`src/rtl/pe_row_db_pkg.sv`:
```
// pe_pkg: default widths, loader state encoding and MAC arithmetic helpers for pe_row_db.
// The saturate/wrap choice is made by the caller (PE_ROW_SAT_EN in pe_cell).
package pe_pkg;

    localparam int DEF_INPUT_DATA_WIDTH  = 8;
    localparam int DEF_WEIGHT_DATA_WIDTH = 8;
    localparam int DEF_OUTPUT_DATA_WIDTH = 20;
    localparam int DEF_NUM_PE            = 16;

    typedef enum logic [1:0] {
        LD_FILL,
        LD_FULL,
        LD_PEND
    } ld_state_e;

    function automatic int prod_width(input int in_w, input int wt_w);
        return in_w + wt_w;
    endfunction

    // Returns the sum clamped to out_w signed bits when sat_en is set; otherwise the
    // sum is returned untouched and the caller's out_w-bit truncation wraps it.
    function automatic logic signed [63:0] reduce_sum(input logic signed [63:0] sum,
                                                      input int out_w,
                                                      input logic sat_en);
        logic signed [63:0] hi;
        logic signed [63:0] lo;
        hi = (64'sd1 <<< (out_w - 1)) - 64'sd1;
        lo = -(64'sd1 <<< (out_w - 1));
        if (sat_en && (sum > hi)) return hi;
        if (sat_en && (sum < lo)) return lo;
        return sum;
    endfunction

    function automatic logic sum_clamps(input logic signed [63:0] sum, input int out_w);
        return (sum > ((64'sd1 <<< (out_w - 1)) - 64'sd1)) || (sum < -(64'sd1 <<< (out_w - 1)));
    endfunction

endpackage

```
`src/rtl/pe_row_db_if.sv`:
```
// pe_row_db_if: weight-load, swap, feature and partial-sum signals of one systolic row.
// sat_flag exists only when PE_ROW_SAT_EN is defined.
interface pe_row_db_if #(
    parameter int INPUT_DATA_WIDTH  = 8,
    parameter int WEIGHT_DATA_WIDTH = 8,
    parameter int OUTPUT_DATA_WIDTH = 20,
    parameter int NUM_PE            = 16
);
    logic                                    w_valid;
    logic signed [WEIGHT_DATA_WIDTH-1:0]     w_data;
    logic                                    w_ready;
    logic                                    w_swap;
    logic                                    swap_err;
    logic                                    in_valid;
    logic signed [INPUT_DATA_WIDTH-1:0]      in_a;
    logic                                    in_ready;
    logic [NUM_PE*OUTPUT_DATA_WIDTH-1:0]     in_b;
    logic signed [INPUT_DATA_WIDTH-1:0]      out_a;
    logic [NUM_PE*OUTPUT_DATA_WIDTH-1:0]     out_b;
    logic [NUM_PE-1:0]                       out_valid;
`ifdef PE_ROW_SAT_EN
    logic                                    sat_flag;
`endif

    modport master (
`ifdef PE_ROW_SAT_EN
        input  sat_flag,
`endif
        output w_valid, w_data, w_swap, in_valid, in_a, in_b,
        input  w_ready, swap_err, in_ready, out_a, out_b, out_valid
    );

    modport slave (
`ifdef PE_ROW_SAT_EN
        output sat_flag,
`endif
        input  w_valid, w_data, w_swap, in_valid, in_a, in_b,
        output w_ready, swap_err, in_ready, out_a, out_b, out_valid
    );
endinterface

```
`src/rtl/pe_row_db_cell.sv`:
```
// pe_cell: one weight-stationary MAC; the weight is supplied by the row's active bank.
// PE_ROW_SAT_EN selects saturating sums and adds the o_clamp output.
module pe_cell
    import pe_pkg::*;
#(
    parameter int INPUT_DATA_WIDTH  = DEF_INPUT_DATA_WIDTH,
    parameter int WEIGHT_DATA_WIDTH = DEF_WEIGHT_DATA_WIDTH,
    parameter int OUTPUT_DATA_WIDTH = DEF_OUTPUT_DATA_WIDTH
) (
    input  logic                                clk,
    input  logic                                rstn,
    input  logic signed [WEIGHT_DATA_WIDTH-1:0] i_weight,
    input  logic signed [INPUT_DATA_WIDTH-1:0]  i_a,
    input  logic signed [OUTPUT_DATA_WIDTH-1:0] i_b,
    input  logic                                i_en,
    output logic signed [INPUT_DATA_WIDTH-1:0]  o_a,
    output logic signed [OUTPUT_DATA_WIDTH-1:0] o_b,
    output logic                                o_en
`ifdef PE_ROW_SAT_EN
    ,
    output logic                                o_clamp
`endif
);
    localparam int PW = prod_width(INPUT_DATA_WIDTH, WEIGHT_DATA_WIDTH);
    localparam int SW = OUTPUT_DATA_WIDTH + 1;
`ifdef PE_ROW_SAT_EN
    localparam logic SAT_EN = 1'b1;
`else
    localparam logic SAT_EN = 1'b0;
`endif

    logic signed [PW-1:0]                w_prod;
    logic signed [SW-1:0]                w_sum;
    logic signed [63:0]                  w_sum_wide;
    logic signed [OUTPUT_DATA_WIDTH-1:0] w_res;

    assign w_prod     = PW'(i_a) * PW'(i_weight);
    assign w_sum      = SW'(w_prod) + SW'(i_b);
    assign w_sum_wide = 64'(w_sum);
    assign w_res      = OUTPUT_DATA_WIDTH'(reduce_sum(w_sum_wide, OUTPUT_DATA_WIDTH, SAT_EN));
`ifdef PE_ROW_SAT_EN
    assign o_clamp    = i_en && sum_clamps(w_sum_wide, OUTPUT_DATA_WIDTH);
`endif

    // NOTE: non-blocking assignments here so every cell samples its neighbour's pre-edge value.
    always_ff @(posedge clk or negedge rstn) begin
        if (!rstn) begin
            o_a  <= '0;
            o_b  <= '0;
            o_en <= 1'b0;
        end else begin
            o_a  <= i_a;
            o_en <= i_en;
            if (i_en) o_b <= w_res;
        end
    end
endmodule

```
`src/rtl/pe_row_db.sv`:
```
// pe_row_db: systolic row of NUM_PE MAC cells with shadow/active weight banks and a drain-safe swap.
// Define PE_ROW_SAT_EN for saturating partial sums and the sticky sat_flag output.
module pe_row_db
    import pe_pkg::*;
#(
    parameter int INPUT_DATA_WIDTH  = DEF_INPUT_DATA_WIDTH,
    parameter int WEIGHT_DATA_WIDTH = DEF_WEIGHT_DATA_WIDTH,
    parameter int OUTPUT_DATA_WIDTH = DEF_OUTPUT_DATA_WIDTH,
    parameter int NUM_PE            = DEF_NUM_PE
) (
    input  logic        clk,
    input  logic        rstn,
    pe_row_db_if.slave  bus
);
    localparam int              CW      = $clog2(NUM_PE + 1);
    localparam int              IXW     = $clog2(NUM_PE);
    localparam logic [CW-1:0]   LAST_IX = CW'(NUM_PE - 1);

    ld_state_e                             r_state;
    logic [CW-1:0]                         r_wcnt;
    logic                                  r_act_valid;
    logic                                  r_swap_err;
    logic signed [WEIGHT_DATA_WIDTH-1:0]   r_shadow [NUM_PE];
    logic signed [WEIGHT_DATA_WIDTH-1:0]   r_active [NUM_PE];

    logic signed [INPUT_DATA_WIDTH-1:0]    w_a [NUM_PE+1];
    logic signed [OUTPUT_DATA_WIDTH-1:0]   w_b [NUM_PE];
    logic [NUM_PE:0]                       w_en;
    logic [NUM_PE-1:0]                     w_out_valid;

    assign bus.w_ready  = (r_state == LD_FILL);
    assign bus.in_ready = r_act_valid && (r_state != LD_PEND);
    assign bus.swap_err = r_swap_err;

    // A feature offered while in_ready is low stays with upstream.
    assign w_en[0]       = bus.in_valid && bus.in_ready;
    assign w_a[0]        = bus.in_a;
    assign w_out_valid   = w_en[NUM_PE:1];
    assign bus.out_valid = w_out_valid;
    assign bus.out_a     = w_a[NUM_PE];

    // NOTE: the weight banks are small register arrays, so they take the reset like any other state.
    always_ff @(posedge clk or negedge rstn) begin
        if (!rstn) begin
            r_state     <= LD_FILL;
            r_wcnt      <= '0;
            r_act_valid <= 1'b0;
            r_swap_err  <= 1'b0;
            for (int i = 0; i < NUM_PE; i++) begin
                r_shadow[i] <= '0;
                r_active[i] <= '0;
            end
        end else begin
            unique case (r_state)
                LD_FILL: begin
                    if (bus.w_valid) begin
                        r_shadow[r_wcnt[IXW-1:0]] <= bus.w_data;
                        r_wcnt                    <= r_wcnt + CW'(1);
                        if (r_wcnt == LAST_IX) r_state <= LD_FULL;
                    end
                    if (bus.w_swap) r_swap_err <= 1'b1;
                end
                LD_FULL: begin
                    if (bus.w_swap) r_state <= LD_PEND;
                end
                LD_PEND: begin
                    // Commit only once no cell is still working on the old weight set.
                    if (w_out_valid == '0) begin
                        r_active    <= r_shadow;
                        r_act_valid <= 1'b1;
                        r_wcnt      <= '0;
                        r_state     <= LD_FILL;
                    end
                end
                default: r_state <= LD_FILL;
            endcase
        end
    end

`ifdef PE_ROW_SAT_EN
    logic [NUM_PE-1:0] w_clamp;
    logic              r_sat_flag;

    always_ff @(posedge clk or negedge rstn) begin
        if (!rstn)          r_sat_flag <= 1'b0;
        else if (|w_clamp)  r_sat_flag <= 1'b1;
    end
    assign bus.sat_flag = r_sat_flag;
`endif

    for (genvar k = 0; k < NUM_PE; k++) begin : g_pe
        pe_cell #(
            .INPUT_DATA_WIDTH  (INPUT_DATA_WIDTH),
            .WEIGHT_DATA_WIDTH (WEIGHT_DATA_WIDTH),
            .OUTPUT_DATA_WIDTH (OUTPUT_DATA_WIDTH)
        ) u_cell (
            .clk      (clk),
            .rstn     (rstn),
            .i_weight (r_active[k]),
            .i_a      (w_a[k]),
            .i_b      (bus.in_b[k*OUTPUT_DATA_WIDTH +: OUTPUT_DATA_WIDTH]),
            .i_en     (w_en[k]),
            .o_a      (w_a[k+1]),
            .o_b      (w_b[k]),
            .o_en     (w_en[k+1])
`ifdef PE_ROW_SAT_EN
            ,
            .o_clamp  (w_clamp[k])
`endif
        );
        assign bus.out_b[k*OUTPUT_DATA_WIDTH +: OUTPUT_DATA_WIDTH] = w_b[k];
    end
endmodule

```
`src/flat_wrapper.sv`:
```
// flat-port wrapper written by rule: the top's interface ports become plain ports
module pe_row_db_flat import pe_pkg::*;
#(
    parameter int INPUT_DATA_WIDTH  = DEF_INPUT_DATA_WIDTH,
    parameter int WEIGHT_DATA_WIDTH = DEF_WEIGHT_DATA_WIDTH,
    parameter int OUTPUT_DATA_WIDTH = DEF_OUTPUT_DATA_WIDTH,
    parameter int NUM_PE            = DEF_NUM_PE
)
  (clk, rstn, bus_w_valid, bus_w_data, bus_w_swap, bus_in_valid, bus_in_a, bus_in_b, bus_w_ready, bus_swap_err, bus_in_ready, bus_out_a, bus_out_b, bus_out_valid);
  pe_row_db_if #(.INPUT_DATA_WIDTH(INPUT_DATA_WIDTH), .WEIGHT_DATA_WIDTH(WEIGHT_DATA_WIDTH), .OUTPUT_DATA_WIDTH(OUTPUT_DATA_WIDTH), .NUM_PE(NUM_PE)) bus_i ();
  input  logic clk;
  input  logic rstn;
  input wire logic [$bits(bus_i.w_valid)-1:0] bus_w_valid;
  input wire logic [$bits(bus_i.w_data)-1:0] bus_w_data;
  input wire logic [$bits(bus_i.w_swap)-1:0] bus_w_swap;
  input wire logic [$bits(bus_i.in_valid)-1:0] bus_in_valid;
  input wire logic [$bits(bus_i.in_a)-1:0] bus_in_a;
  input wire logic [$bits(bus_i.in_b)-1:0] bus_in_b;
  output wire logic [$bits(bus_i.w_ready)-1:0] bus_w_ready;
  output wire logic [$bits(bus_i.swap_err)-1:0] bus_swap_err;
  output wire logic [$bits(bus_i.in_ready)-1:0] bus_in_ready;
  output wire logic [$bits(bus_i.out_a)-1:0] bus_out_a;
  output wire logic [$bits(bus_i.out_b)-1:0] bus_out_b;
  output wire logic [$bits(bus_i.out_valid)-1:0] bus_out_valid;
  assign bus_i.w_valid = bus_w_valid;
  assign bus_i.w_data = bus_w_data;
  assign bus_i.w_swap = bus_w_swap;
  assign bus_i.in_valid = bus_in_valid;
  assign bus_i.in_a = bus_in_a;
  assign bus_i.in_b = bus_in_b;
  assign bus_w_ready = bus_i.w_ready;
  assign bus_swap_err = bus_i.swap_err;
  assign bus_in_ready = bus_i.in_ready;
  assign bus_out_a = bus_i.out_a;
  assign bus_out_b = bus_i.out_b;
  assign bus_out_valid = bus_i.out_valid;
  pe_row_db #(.INPUT_DATA_WIDTH(INPUT_DATA_WIDTH), .WEIGHT_DATA_WIDTH(WEIGHT_DATA_WIDTH), .OUTPUT_DATA_WIDTH(OUTPUT_DATA_WIDTH), .NUM_PE(NUM_PE)) u_core (.clk(clk), .rstn(rstn), .bus(bus_i));
endmodule
```
`config.mk`:
```
export PLATFORM = sky130hd
export DESIGN_NAME = pe_row_db_flat
export DESIGN_NICKNAME = d
export VERILOG_FILES = /design/src/rtl/pe_row_db_pkg.sv /design/src/rtl/pe_row_db_if.sv /design/src/rtl/pe_row_db_cell.sv /design/src/rtl/pe_row_db.sv /design/src/flat_wrapper.sv
export SDC_FILE = /design/constraint.sdc
export NUM_CORES = 2
export LEC_CHECK = 0
export ABC_AREA = 1
export BUFFER_PORTS_ARGS = -buffer_cell sky130_fd_sc_hd__buf_2
export CAP_MARGIN = 20
export CELL_PAD_IN_SITES_DETAIL_PLACEMENT = 0
export CELL_PAD_IN_SITES_GLOBAL_PLACEMENT = 2
export CORE_UTILIZATION = 41
export DETAILED_ROUTE_END_ITERATION = 7
export PLACE_DENSITY = 0.95
export SLEW_MARGIN = 0
export SYNTH_ARGS = -nofsm -noshare
export SYNTH_HDL_FRONTEND = slang
export SYNTH_SLANG_ARGS = --single-unit
```
`constraint.sdc`:
```
create_clock -name clk -period 13.32 [get_ports clk]
set_input_delay 0.666 -clock clk [delete_from_list [all_inputs] [get_ports clk]]
set_output_delay 0.666 -clock clk [all_outputs]
set_load 0.03 [all_outputs]
```
==> out/metrics.csv <==
stage,metric,value,unit
outcome,status,"complete, no violations",
setup_path,CP peak stage delay,790,ps
detailed_routing,Final ANT Viol Nets,0,
logic_synthesis,post-synthesis register bit count,729,
global_route,first-pass GRT wire length,381.8,mm
setup_path,Critical Path Stages,15,
layout,Final Core Density,0.4559,
logic_synthesis,"Cell Area, Synth",86290,sq um
die,IO Count,688,
die,Die Y,460.8,microns
sta,worst slew pin tran,976.9,ps
detailed_routing,DR pass1 iterations,6,
die,die area,212300,sq um
sta,FMAX,0.1850,GHz
logic_synthesis,library cells used by synthesis,38,
clocking,clk sinks,729,
setup_path,Slowest cell on crit path,dfrtp_1,
logic_synthesis,Synth Warn #,0,
place,placed insts,13330,
logic_synthesis,Post-synth ARST share,1.000,
sta,setup repair after global routing missed its margin,false,
global_route,antenna violations before repair,57,
setup_path,largest fanout on the critical path,12,
sta,TNS Setup,0,ps
sta,Final setup viols,0,
die,core area,209400,sq um
setup_path,WP data arrival,6030,ps
global_route,GR Util All Layers,0.2314,
sta,Max Clock Skew,30.96,ps
global_route,largest net degree at the start of global routing,142,
sta,fin crit period,5406,ps
setup_path,CP Launch Point,u_core.g_pe[2].u_cell.o_a[7],
sta,final hold vios,0,
place,HPWL after DPL,198.4,mm
hold_path,hold path cells,1,
detailed_routing,via count,64420,
clocking,CTS tree,built,
setup_path,worst reg2reg path depth,15,
layout,cell area after layout,95440,sq um
logic_synthesis,"EDFF count, synth",0,
detailed_routing,Wirelength per Cell,17.61,microns
place,GPL Wtd Cong,0.9119,
setup_path,CP dominant cell by count,fa_1,
detailed_routing,1st-iter DRT viols,3453,
clocking,CTS root buf,clkbuf_16,
setup_path,WS Path Type,flop to flop,
setup_path,worst path cell trace,"nand2_1, inv_1, fa_1, fa_1, fa_1, fa_1, ha_1, ha_1, a21oi_1, inv_1, nor2_1, nand2_1, or2_2, nand3_1, nand2_1",
logic_synthesis,Main synth FF type,dfrtp_1,
place,PortBufs,687,
logic_synthesis,cell count after synthesis,10170,
layout,share of layout cells above drive strength 1,0.09377,
detailed_routing,drt total wl,238.0,mm
clocking,Clock Latency Late Sink,750,ps
clocking,CTS resizes,0,
layout,Layout Nets,13110,
global_route,grt ovf,0,
layout,Layout area overhead,10.60,%
die,row count,168,
die,die width,460.8,microns
setup_path,CP Launch Type,flop,
setup_path,CP top delay family,adder cells,
logic_synthesis,Syn Nets,12660,
layout,fin cells,13520,
clocking,htree depth,3,
hold_path,Hold/Removal Path Class,primary input to flop,
sta,Max transition margin,0.3488,
sta,max-slew violation count,0,
clocking,clk buf depth,3,
clocking,clock transition at the registers of the reported paths,70,ps
die,Starting Density,0.4122,
clocking,Num CTS Buffers,93,
run,max-cap viol count,0,
hold_path,hold path startpoint,bus_in_a[7],
logic_synthesis,register area share after synthesis,0.2114,
detailed_routing,Vias/cell,4.765,
detailed_routing,remaining routing DRC violations,0,
sta,period utilization,0.4059,
setup_path,CP Buf/Inv Count,2,
logic_synthesis,Syn Area/Cell,8.487,sq um
setup_path,origin of the critical flop-to-flop path,u_core.g_pe[2].u_cell.o_a[7],
setup_path,crit end category,flop,
global_route,vias in the first global route,68550,
place,Placed Area,91980,sq um
setup_path,WP data required,13950,ps
-- cells in the mapped netlist, types with 68 or more instances --
cell      count  area (sq um)
nand2_1    2813         10560
inv_1      2427          9110
fa_1       1408         28190
ha_1        741          9271
dfrtp_1     729         18240
nand3_1     348          1742
o21ai_0     342          1712
nor2_1      322          1209
clkbuf_1    310          1164
a21oi_1     232          1161
xnor2_1     102         893.4
nand3b_1     68         510.5
-- metal layers --
layer | vias to the layer above | GRT usage | routed length, microns
li1 | 30830 | - | -
met2 | 1259 | 0.3924 | 114800
met1 | 32000 | 0.3027 | 102900
met5 | - | 0 | 240
met3 | 294 | 0.03763 | 12740
met4 | 38 | 0.06862 | 7317
-- what timing repair did --
| action | CTS | global route |
|---|---|---|
| setup buffers | 0 | 0 |
| hold buffers | 1 | 0 |
| endpoints found under the hold margin | 67 | 0 |
-- final cells by class --
cell class                 instances  area [sq um]
sequential                       729         18240
clock inverter                    54         740.7
clock buffer                     118          2615
tap                             2805          3510
inverter                        2449          9194
fill                           20830        113900
antenna                           16         40.04
timing repair buffer             720          3764
multi-input combinational       6626         57330
-- worst paths after layout --
path | slack, ps | to
worst max register to register | 7910 | u_core.g_pe[3].u_cell.o_b[12]
worst max-delay path | 7910 | u_core.g_pe[3].u_cell.o_b[12]
worst min-delay path | 130 | u_core.g_pe[0].u_cell.o_a[7]
worst min register to register | 450 | u_core.r_act_valid
max in group asynchronous | 9930 | u_core.g_pe[1].u_cell.o_b[13]
min in group asynchronous | 490 | u_core.g_pe[9].u_cell.o_b[11]
-- flip-flops by register name (all words and copies together) (netlist names) --
register,cells
u_core.g_pe.u_cell.o_b,320
u_core.g_pe.u_cell.o_a,128
u_core.r_active,128
u_core.r_shadow,128
u_core.g_pe.u_cell.o_en,16
u_core.r_wcnt,5
u_core.r_state,2
u_core.bus.swap_err,1
u_core.r_act_valid,1
-- per-stage QoR --
step,hold WS [ps],setup slack [ps]
2_1_floorplan,351.9,8474
3_3_place_gp,434.2,7862
3_5_place_dp,437.8,7838
4_1_cts,52.39,7807
5_1_grt,88.68,7547
6_report,126.1,7914
-- cells in the final DEF (no fill, tap or decap), types with 2 or more instances in the layout --
cell type	n
a21oi_1	232
a31oi_1	11
and2_1	15
buf_16	2
buf_2	686
buf_4	27
bufinv_16	14
clkbuf_1	9
clkbuf_16	96
clkbuf_8	15
clkinv_1	6
clkinv_2	12
clkinv_4	7
clkinvlp_4	8
dfrtp_1	729
diode_2	16
fa_1	1408
ha_1	741
inv_1	2427
inv_2	15
inv_6	11
mux2_2	10
mux2_4	39
nand2_1	2813
nand3_1	348
nand3_2	4
nand3b_1	68
nand4_1	50
nand4_4	3
nor2_1	322
nor2_2	9
nor2_4	2
nor3_1	4
o21a_1	24
o21ai_0	342
o21ai_1	18
o21bai_1	8
or2_2	35
xnor2_1	102
xor2_1	13
-- logic make-up (layout without fill, tap and decap cells) --
logic type               count (synthesis)  count (layout)  synth area share
buffers and inverters                 2813            3341            0.1243
multiplexers                            49              49          0.008091
other                                    0              16                 0
XOR/XNOR                               115             115           0.01167
adder cells (fa/ha/maj)               2149            2149            0.4341
AO/OA/AOI/OAI                          637             637           0.03808
AND/OR/NAND/NOR                       3676            3676            0.1724
flip-flops                             729             729            0.2114
Power is not shown: default switching activity piles up to over one toggle a cycle in this logic, so the estimate is an artifact.
